$ cat config.mk
export PLATFORM = sky130hd
export DESIGN_NAME = keypad_scanner
export DESIGN_NICKNAME = d
export VERILOG_FILES = /design/src/rtl/keypad_pkg.sv /design/src/rtl/keypad_sync.sv /design/src/rtl/keypad_scanner.sv
export SDC_FILE = /design/constraint.sdc
export NUM_CORES = 1
export LEC_CHECK = 0
export BUFFER_PORTS_ARGS = -buffer_cell sky130_fd_sc_hd__buf_2
export CAP_MARGIN = 25
export CORE_MARGIN = 3
export CORE_UTILIZATION = 45
export CTS_BUF_LIST = sky130_fd_sc_hd__clkbuf_2 sky130_fd_sc_hd__clkbuf_4 sky130_fd_sc_hd__clkbuf_8
export CTS_CLUSTER_DIAMETER = 200
export DETAILED_ROUTE_END_ITERATION = 8
export MAX_ROUTING_LAYER = met4
export PLACE_DENSITY = 0.67
export SLEW_MARGIN = 30
export SYNTH_ARGS = -nofsm -noshare
export SYNTH_HDL_FRONTEND = slang
export SYNTH_SLANG_ARGS = --single-unit
$ cat constraint.sdc
create_clock -name clk -period 5.5 [get_ports clk]
set_input_delay 0 -clock clk [delete_from_list [all_inputs] [get_ports clk]]
set_output_delay 0 -clock clk [all_outputs]
set_load 0.01 [all_outputs]
$ cat src/rtl/keypad_pkg.sv
`default_nettype none
// ============================================================================
//  Module      : keypad_pkg
//  Description : Shared types and constants for the 4x4 matrix keypad
//                scanner: FSM state encoding, matrix dimensions, the row
//                drive pattern out of reset and small helper functions.
//  Revision    : 1.0 - initial release
// ============================================================================
package keypad_pkg;

    localparam int KP_ROWS = 4;
    localparam int KP_COLS = 4;

    // Row 0 driven low out of reset.
    localparam logic [KP_ROWS-1:0] KP_ROW_RESET = 4'b1110;

    typedef enum logic [1:0] {
        ST_SCAN     = 2'd0,
        ST_DEBOUNCE = 2'd1,
        ST_PRESSED  = 2'd2,
        ST_RELEASE  = 2'd3
    } kp_state_t;

    // Index of the lowest-numbered column reading low (0 when none is low).
    function automatic logic [1:0] kp_lowest_low(input logic [KP_COLS-1:0] cols_n);
        kp_lowest_low = 2'd0;
        for (int i = KP_COLS - 1; i >= 0; i--) begin
            if (!cols_n[i]) begin
                kp_lowest_low = 2'(i);
            end
        end
    endfunction

    // Active-low one-hot row drive for a row index.
    function automatic logic [KP_ROWS-1:0] kp_row_drive(input logic [1:0] row);
        kp_row_drive = ~(KP_ROWS'(1) << row);
    endfunction

endpackage
`default_nettype wire

$ cat src/rtl/keypad_sync.sv
`default_nettype none
// ============================================================================
//  Module      : keypad_sync
//  Description : Two-flop synchronizer for the asynchronous, active-low
//                column inputs. Resets to all ones (no key seen).
//  Revision    : 1.0 - initial release
//
//  Ports
//    clk     in   system clock, rising edge
//    rst_n   in   asynchronous active-low reset
//    d_async in   WIDTH  raw column levels from the pins
//    q       out  WIDTH  synchronized column levels
// ============================================================================
module keypad_sync
    import keypad_pkg::*;
#(
    parameter int WIDTH = KP_COLS
) (
    input  logic             clk,
    input  logic             rst_n,
    input  logic [WIDTH-1:0] d_async,
    output logic [WIDTH-1:0] q
);

    logic [WIDTH-1:0] r_meta;
    logic [WIDTH-1:0] r_sync;

    always_ff @(posedge clk or negedge rst_n) begin
        if (!rst_n) begin
            r_meta <= '1;
            r_sync <= '1;
        end else begin
            r_meta <= d_async;
            r_sync <= r_meta;
        end
    end

    assign q = r_sync;

endmodule
`default_nettype wire

$ cat src/rtl/keypad_scanner.sv
`default_nettype none
// ============================================================================
//  Module      : keypad_scanner
//  Description : 4x4 matrix keypad scanner. Drives one row low at a time,
//                samples the synchronized columns once per scan period,
//                debounces press and release, and presents the accepted key
//                on a valid/ready interface.
//  Revision    : 1.0 - initial release
//
//  Configuration macro
//    KEYPAD_SHIFT_EN  when defined, every accepted key is shifted into the
//                     16-bit data_out accumulator; otherwise data_out is 0.
//
//  Parameters
//    SCAN_DIV   clk cycles per row before its columns are sampled (>= 4)
//    DEBOUNCE   identical samples needed to accept a press/release (>= 1)
//
//  Ports
//    clk        in   system clock, rising edge
//    rst_n      in   asynchronous active-low reset
//    cols_n     in   4   column inputs, active-low, asynchronous
//    rows_n     out  4   row drive, active-low, at most one bit low
//    key_code   out  4   accepted key {row, col}
//    key_valid  out  1   key_code holds an unaccepted key
//    key_ready  in   1   consumer takes key_code when high with key_valid
//    data_out   out  16  hex-entry accumulator
// ============================================================================
module keypad_scanner
    import keypad_pkg::*;
#(
    parameter int SCAN_DIV = 1000,
    parameter int DEBOUNCE = 4
) (
    input  logic                clk,
    input  logic                rst_n,
    input  logic [KP_COLS-1:0]  cols_n,
    output logic [KP_ROWS-1:0]  rows_n,
    output logic [3:0]          key_code,
    output logic                key_valid,
    input  logic                key_ready,
    output logic [15:0]         data_out
);

    localparam int              PS_W      = $clog2(SCAN_DIV);
    localparam int              DB_W      = $clog2(DEBOUNCE + 1);
    localparam logic [PS_W-1:0] PS_LAST   = PS_W'(SCAN_DIV - 1);
    localparam logic [DB_W-1:0] DB_TARGET = DB_W'(DEBOUNCE);

    logic [KP_COLS-1:0] w_cols_sync;
    logic [PS_W-1:0]    r_prescale;
    logic               w_sample;
    kp_state_t          r_state;
    logic [1:0]         r_row;
    logic [1:0]         r_col;
    logic [DB_W-1:0]    r_db_cnt;
    logic [DB_W-1:0]    w_db_next;
    logic [1:0]         w_row_next;
    logic [1:0]         w_low_col;
    logic               w_all_high;
    logic               w_handshake;

    // ------------------------------------------------------------------
    // Column synchronizer
    // ------------------------------------------------------------------
    keypad_sync #(
        .WIDTH   (KP_COLS)
    ) u_sync (
        .clk     (clk),
        .rst_n   (rst_n),
        .d_async (cols_n),
        .q       (w_cols_sync)
    );

    // ------------------------------------------------------------------
    // Scan prescaler: one sample strobe every SCAN_DIV cycles
    // ------------------------------------------------------------------
    always_ff @(posedge clk or negedge rst_n) begin
        if (!rst_n) begin
            r_prescale <= '0;
        end else if (r_prescale == PS_LAST) begin
            r_prescale <= '0;
        end else begin
            r_prescale <= r_prescale + PS_W'(1);
        end
    end

    assign w_sample    = (r_prescale == PS_LAST);
    assign w_all_high  = &w_cols_sync;
    assign w_low_col   = kp_lowest_low(w_cols_sync);
    assign w_db_next   = r_db_cnt + DB_W'(1);
    assign w_row_next  = r_row + 2'd1;
    assign w_handshake = key_valid && key_ready;

    // ------------------------------------------------------------------
    // Scan / debounce FSM with registered outputs
    // ------------------------------------------------------------------
    always_ff @(posedge clk or negedge rst_n) begin
        if (!rst_n) begin
            r_state   <= ST_SCAN;
            r_row     <= 2'd0;
            r_col     <= 2'd0;
            r_db_cnt  <= '0;
            rows_n    <= KP_ROW_RESET;
            key_code  <= 4'h0;
            key_valid <= 1'b0;
        end else begin
            case (r_state)
                ST_SCAN: begin
                    if (w_sample) begin
                        if (w_all_high) begin
                            r_row  <= w_row_next;
                            rows_n <= kp_row_drive(w_row_next);
                        end else begin
                            // Row stays driven so the same key can be re-sampled.
                            r_col    <= w_low_col;
                            r_db_cnt <= DB_W'(1);
                            if (DB_W'(1) == DB_TARGET) begin
                                key_code <= {r_row, w_low_col};
                                r_state  <= ST_PRESSED;
                            end else begin
                                r_state  <= ST_DEBOUNCE;
                            end
                        end
                    end
                end

                ST_DEBOUNCE: begin
                    if (w_sample) begin
                        if (!w_cols_sync[r_col]) begin
                            r_db_cnt <= w_db_next;
                            if (w_db_next == DB_TARGET) begin
                                key_code <= {r_row, r_col};
                                r_state  <= ST_PRESSED;
                            end
                        end else begin
                            r_db_cnt <= '0;
                            r_row    <= w_row_next;
                            rows_n   <= kp_row_drive(w_row_next);
                            r_state  <= ST_SCAN;
                        end
                    end
                end

                ST_PRESSED: begin
                    // key_valid rises the cycle after key_code loads and is
                    // held regardless of the key until the consumer takes it.
                    if (!key_valid) begin
                        key_valid <= 1'b1;
                    end else if (w_handshake) begin
                        key_valid <= 1'b0;
                        r_db_cnt  <= '0;
                        r_state   <= ST_RELEASE;
                    end
                end

                ST_RELEASE: begin
                    if (w_sample) begin
                        if (w_all_high) begin
                            if (w_db_next >= DB_TARGET) begin
                                r_db_cnt <= '0;
                                r_row    <= w_row_next;
                                rows_n   <= kp_row_drive(w_row_next);
                                r_state  <= ST_SCAN;
                            end else begin
                                r_db_cnt <= w_db_next;
                            end
                        end else begin
                            r_db_cnt <= '0;
                        end
                    end
                end

                default: begin
                    r_state <= ST_SCAN;
                end
            endcase
        end
    end

    // ------------------------------------------------------------------
    // Hex-entry accumulator
    // ------------------------------------------------------------------
`ifdef KEYPAD_SHIFT_EN
    logic [15:0] r_data;

    always_ff @(posedge clk or negedge rst_n) begin
        if (!rst_n) begin
            r_data <= 16'h0000;
        end else if (w_handshake) begin
            r_data <= {r_data[11:0], key_code};
        end
    end

    assign data_out = r_data;
`else
    assign data_out = 16'h0000;
`endif

endmodule
`default_nettype wire

==> impl_metrics.ini <==
[power_and_ir_drop]
vdd_drop_max_uv = 186.2
p_per_area_nw_per_um2 = 250.8
p_leak_uw = 0.0009743

[yosys]
synth-seq-area-share_pct = 49.13
syn-instance-count = 167
synthArstFlopShare_pct = 100.0
synth_top_area_share_pct = 33.60
ys_ff_latch = 36
synth_ff_type = dfrtp_1
yosysWarnings = 0
avgSynthCellArea_um2 = 11.15
synth_area_um2 = 1862
synth_area_leader_cell = dfrtp_1
synth_area_leaders = dfrtp_1 34%, dfstp_2 16%, buf_4 6.5%
yosysUniqueCellTypes = 44
synth_edf_count = 0

[placed_design]
place_hpwl_um = 2527
gp_congestion = 0.8765
dpl-instance-area_um2 = 1903
dp_cells = 223
portBuffers = 15
dp_slack_ns = 3.238

[worst_setup_path]
critPathRequiredTime_ns = 5.67
crit_path_end = r_row[1]$_DFFE_PN0P_
worstPathMaxFanout = 6
setup.worst_path.start = r_db_cnt[0]$_DFFE_PN0P_
path_class = reg2reg
crit_path_end_kind = flip-flop
r2r_setup_slack_ns = 3.21
cp-start-kind = flip-flop
r2r_start = r_db_cnt[0]$_DFFE_PN0P_
cp.arrival_ns = 2.45
rr_worst_depth = 6
rr_endpoint = r_row[1]$_DFFE_PN0P_

[run_status]
status = finished, final reports clean

[global_routing]
gr-usage-all-layers_pct = 15.58
grt_pass1_vias = 1263
grt_max_degree = 37
antenna_found_initial = 0
overflow = 0
grt_pass1_wl_um = 5754

[sta]
finalCriticalPeriod_ns = 2.285
hold_ws_ns = 0.1583
setup_ws_ns = 3.215
period_share_pct = 41.55
slew_viol_final = 0
fin_skew_ns = 0.002932
max_freq_mhz = 437.6
hold_viol_final = 0
final.setup.tns_ns = 0
setup_viol = 0
worst_slew_pin_slew_ns = 0.7682
rsz0062_at_grt = false
slew-limit-headroom_pct = 48.78

[detailed_routing]
drt-initial-drc-count = 56
wl_um = 3500
viasPerCell = 5.267
drc = 0
dr.pass1.iters = 4
dr_total_vias = 1243
wl_per_cell_um = 14.83
ant_nets = 0

[clock_tree]
cts_buffers = 5
tritoncts = yes
clk_pin_slew_ns = 0.07
cts_max_path_buffers = 2
h-tree-depth = 2
cts_resized = 0
clk_latency_ns = 0.28
postCtsSetupBuffers = 0
cts_root_buf = clkbuf_8
cts_sinks = 36
hold_buffers = 5

[floorplan]
die_w_um = 70.32
dieArea_um2 = 4945
placeableCoreArea_um2 = 3826
start_util_pct = 48.66
die_h_um = 70.32
std_cell_rows = 22
ios = 32

[run]
drv_cap = 0

[final_layout]
n_antenna_cell = 0
regArea_um2 = 914.6
final_nets = 201
drive_above_1_share_pct = 25.00
syn_to_final_growth_pct = 10.82
fillers = 338
fin_cells = 236
multiInputGateArea_um2 = 815.8
fin_area_um2 = 2063

[worst_hold_path]
worstHoldPathType = in2reg
[layer usage]
| metal | vias to the layer above | global-route usage, % | share of wire, % |
|---|---|---|---|
| li1 | 591 | - | - |
| met1 | 598 | 16.91 | 42 |
| met2 | 50 | 25.99 | 51 |
| met3 | 4 | 5.899 | 5.9 |
| met4 | 0 | 5.532 | 1.1 |
| met5 | - | - | 0 |
[power by group]
group / internal, µW / total, µW / switching (µW) / leakage [µW]
Combinational: 5.27 / 17.4 / 12.1 / 0.000482
Clock: 134 / 227 / 93.1 / 0.0000585
Sequential: 270 / 273 / 2.37 / 0.000434
Total: 410 / 517 / 108 / 0.000974
[how the worst min path moves through the flow]
stage | startpoint | cells past startpoint | endpoint
global placement | rst_n | 1 | r_prescale[7]$_DFF_PN0_
global route | key_ready | 3 | key_valid$_DFFE_PN0P_
detailed placement | cols_n[3] | 1 | u_sync.r_meta[3]$_DFF_PN1_
floorplan | rst_n | 0 | asynchronous set/reset pin
CTS | key_ready | 3 | key_valid$_DFFE_PN0P_
finish | key_ready | 3 | key_valid$_DFFE_PN0P_
[sequential cells by signal, indices dropped and copies added (netlist names), named ones only]
name           count
r_prescale        10
key_valid          1
r_row              2
key_code           4
r_col              2
u_sync.r_meta      4
rows_n             4
r_state            1
u_sync.q           4
r_db_cnt           3
[cells in the mapped netlist, types with 3 or more instances]
library cell,instances
a21oi_1,5
mux2i_1,7
mux2_4,4
nand2_1,8
mux2_2,3
inv_1,10
ha_1,7
nand3_1,5
nand4_1,4
nor2_1,12
xor2_1,5
clkbuf_1,5
o21ai_0,3
dfstp_2,11
dfrtp_1,25
buf_4,16
[area by class of cell]
class,count,share of cell area [%]
Timing Repair Buffer,20,6.064
Clock buffer,5,3.335
Tap cell,48,2.911
Clock inverter,3,2.001
Inverter,10,1.819
Multi-Input combinational cell,114,39.54
Sequential cell,36,44.33
[cells in the final DEF (no fill, tap or decap), types with 7 or more instances in the layout]
| cell | count |
|---|---|
| buf_2 | 15 |
| dfrtp_1 | 25 |
| ha_1 | 7 |
| nand2_1 | 8 |
| inv_1 | 10 |
| nor2_1 | 12 |
| conb_1 | 16 |
| dfstp_2 | 11 |
| mux2i_1 | 7 |
[stage by stage]
step | utilization, % | power, µW
finish | 53.92 | 517.4
global route | 53.92 | 541.1
CTS | 53.92 | 524.1
detailed placement | 49.74 | 292.0
global placement | 49.74 | 291.3
floorplan | - | 292.1
[critical path: stages, from the launching register on]
cell      delay (ns)
dfrtp_1         0.41
ha_1            0.23
ha_1            0.30
nand3b_1        0.11
a21oi_1         0.09
o32ai_2         0.62
mux2_2          0.41
[kinds of logic (layout without fill, tap and decap cells)]
family | Yosys count | in the layout | synth area share, %
buffers and inverters | 32 | 38 | 10.08
AOI/OAI and AO/OA | 22 | 22 | 8.401
other | 1 | 16 | 0.2014
xor gates and xnor gates | 7 | 7 | 3.293
DFF | 36 | 36 | 49.13
and+or+nand+nor | 47 | 47 | 14.18
muxes | 15 | 15 | 10.01
adders and majority gates | 7 | 7 | 4.704
Power figures use the tool's default switching activity.
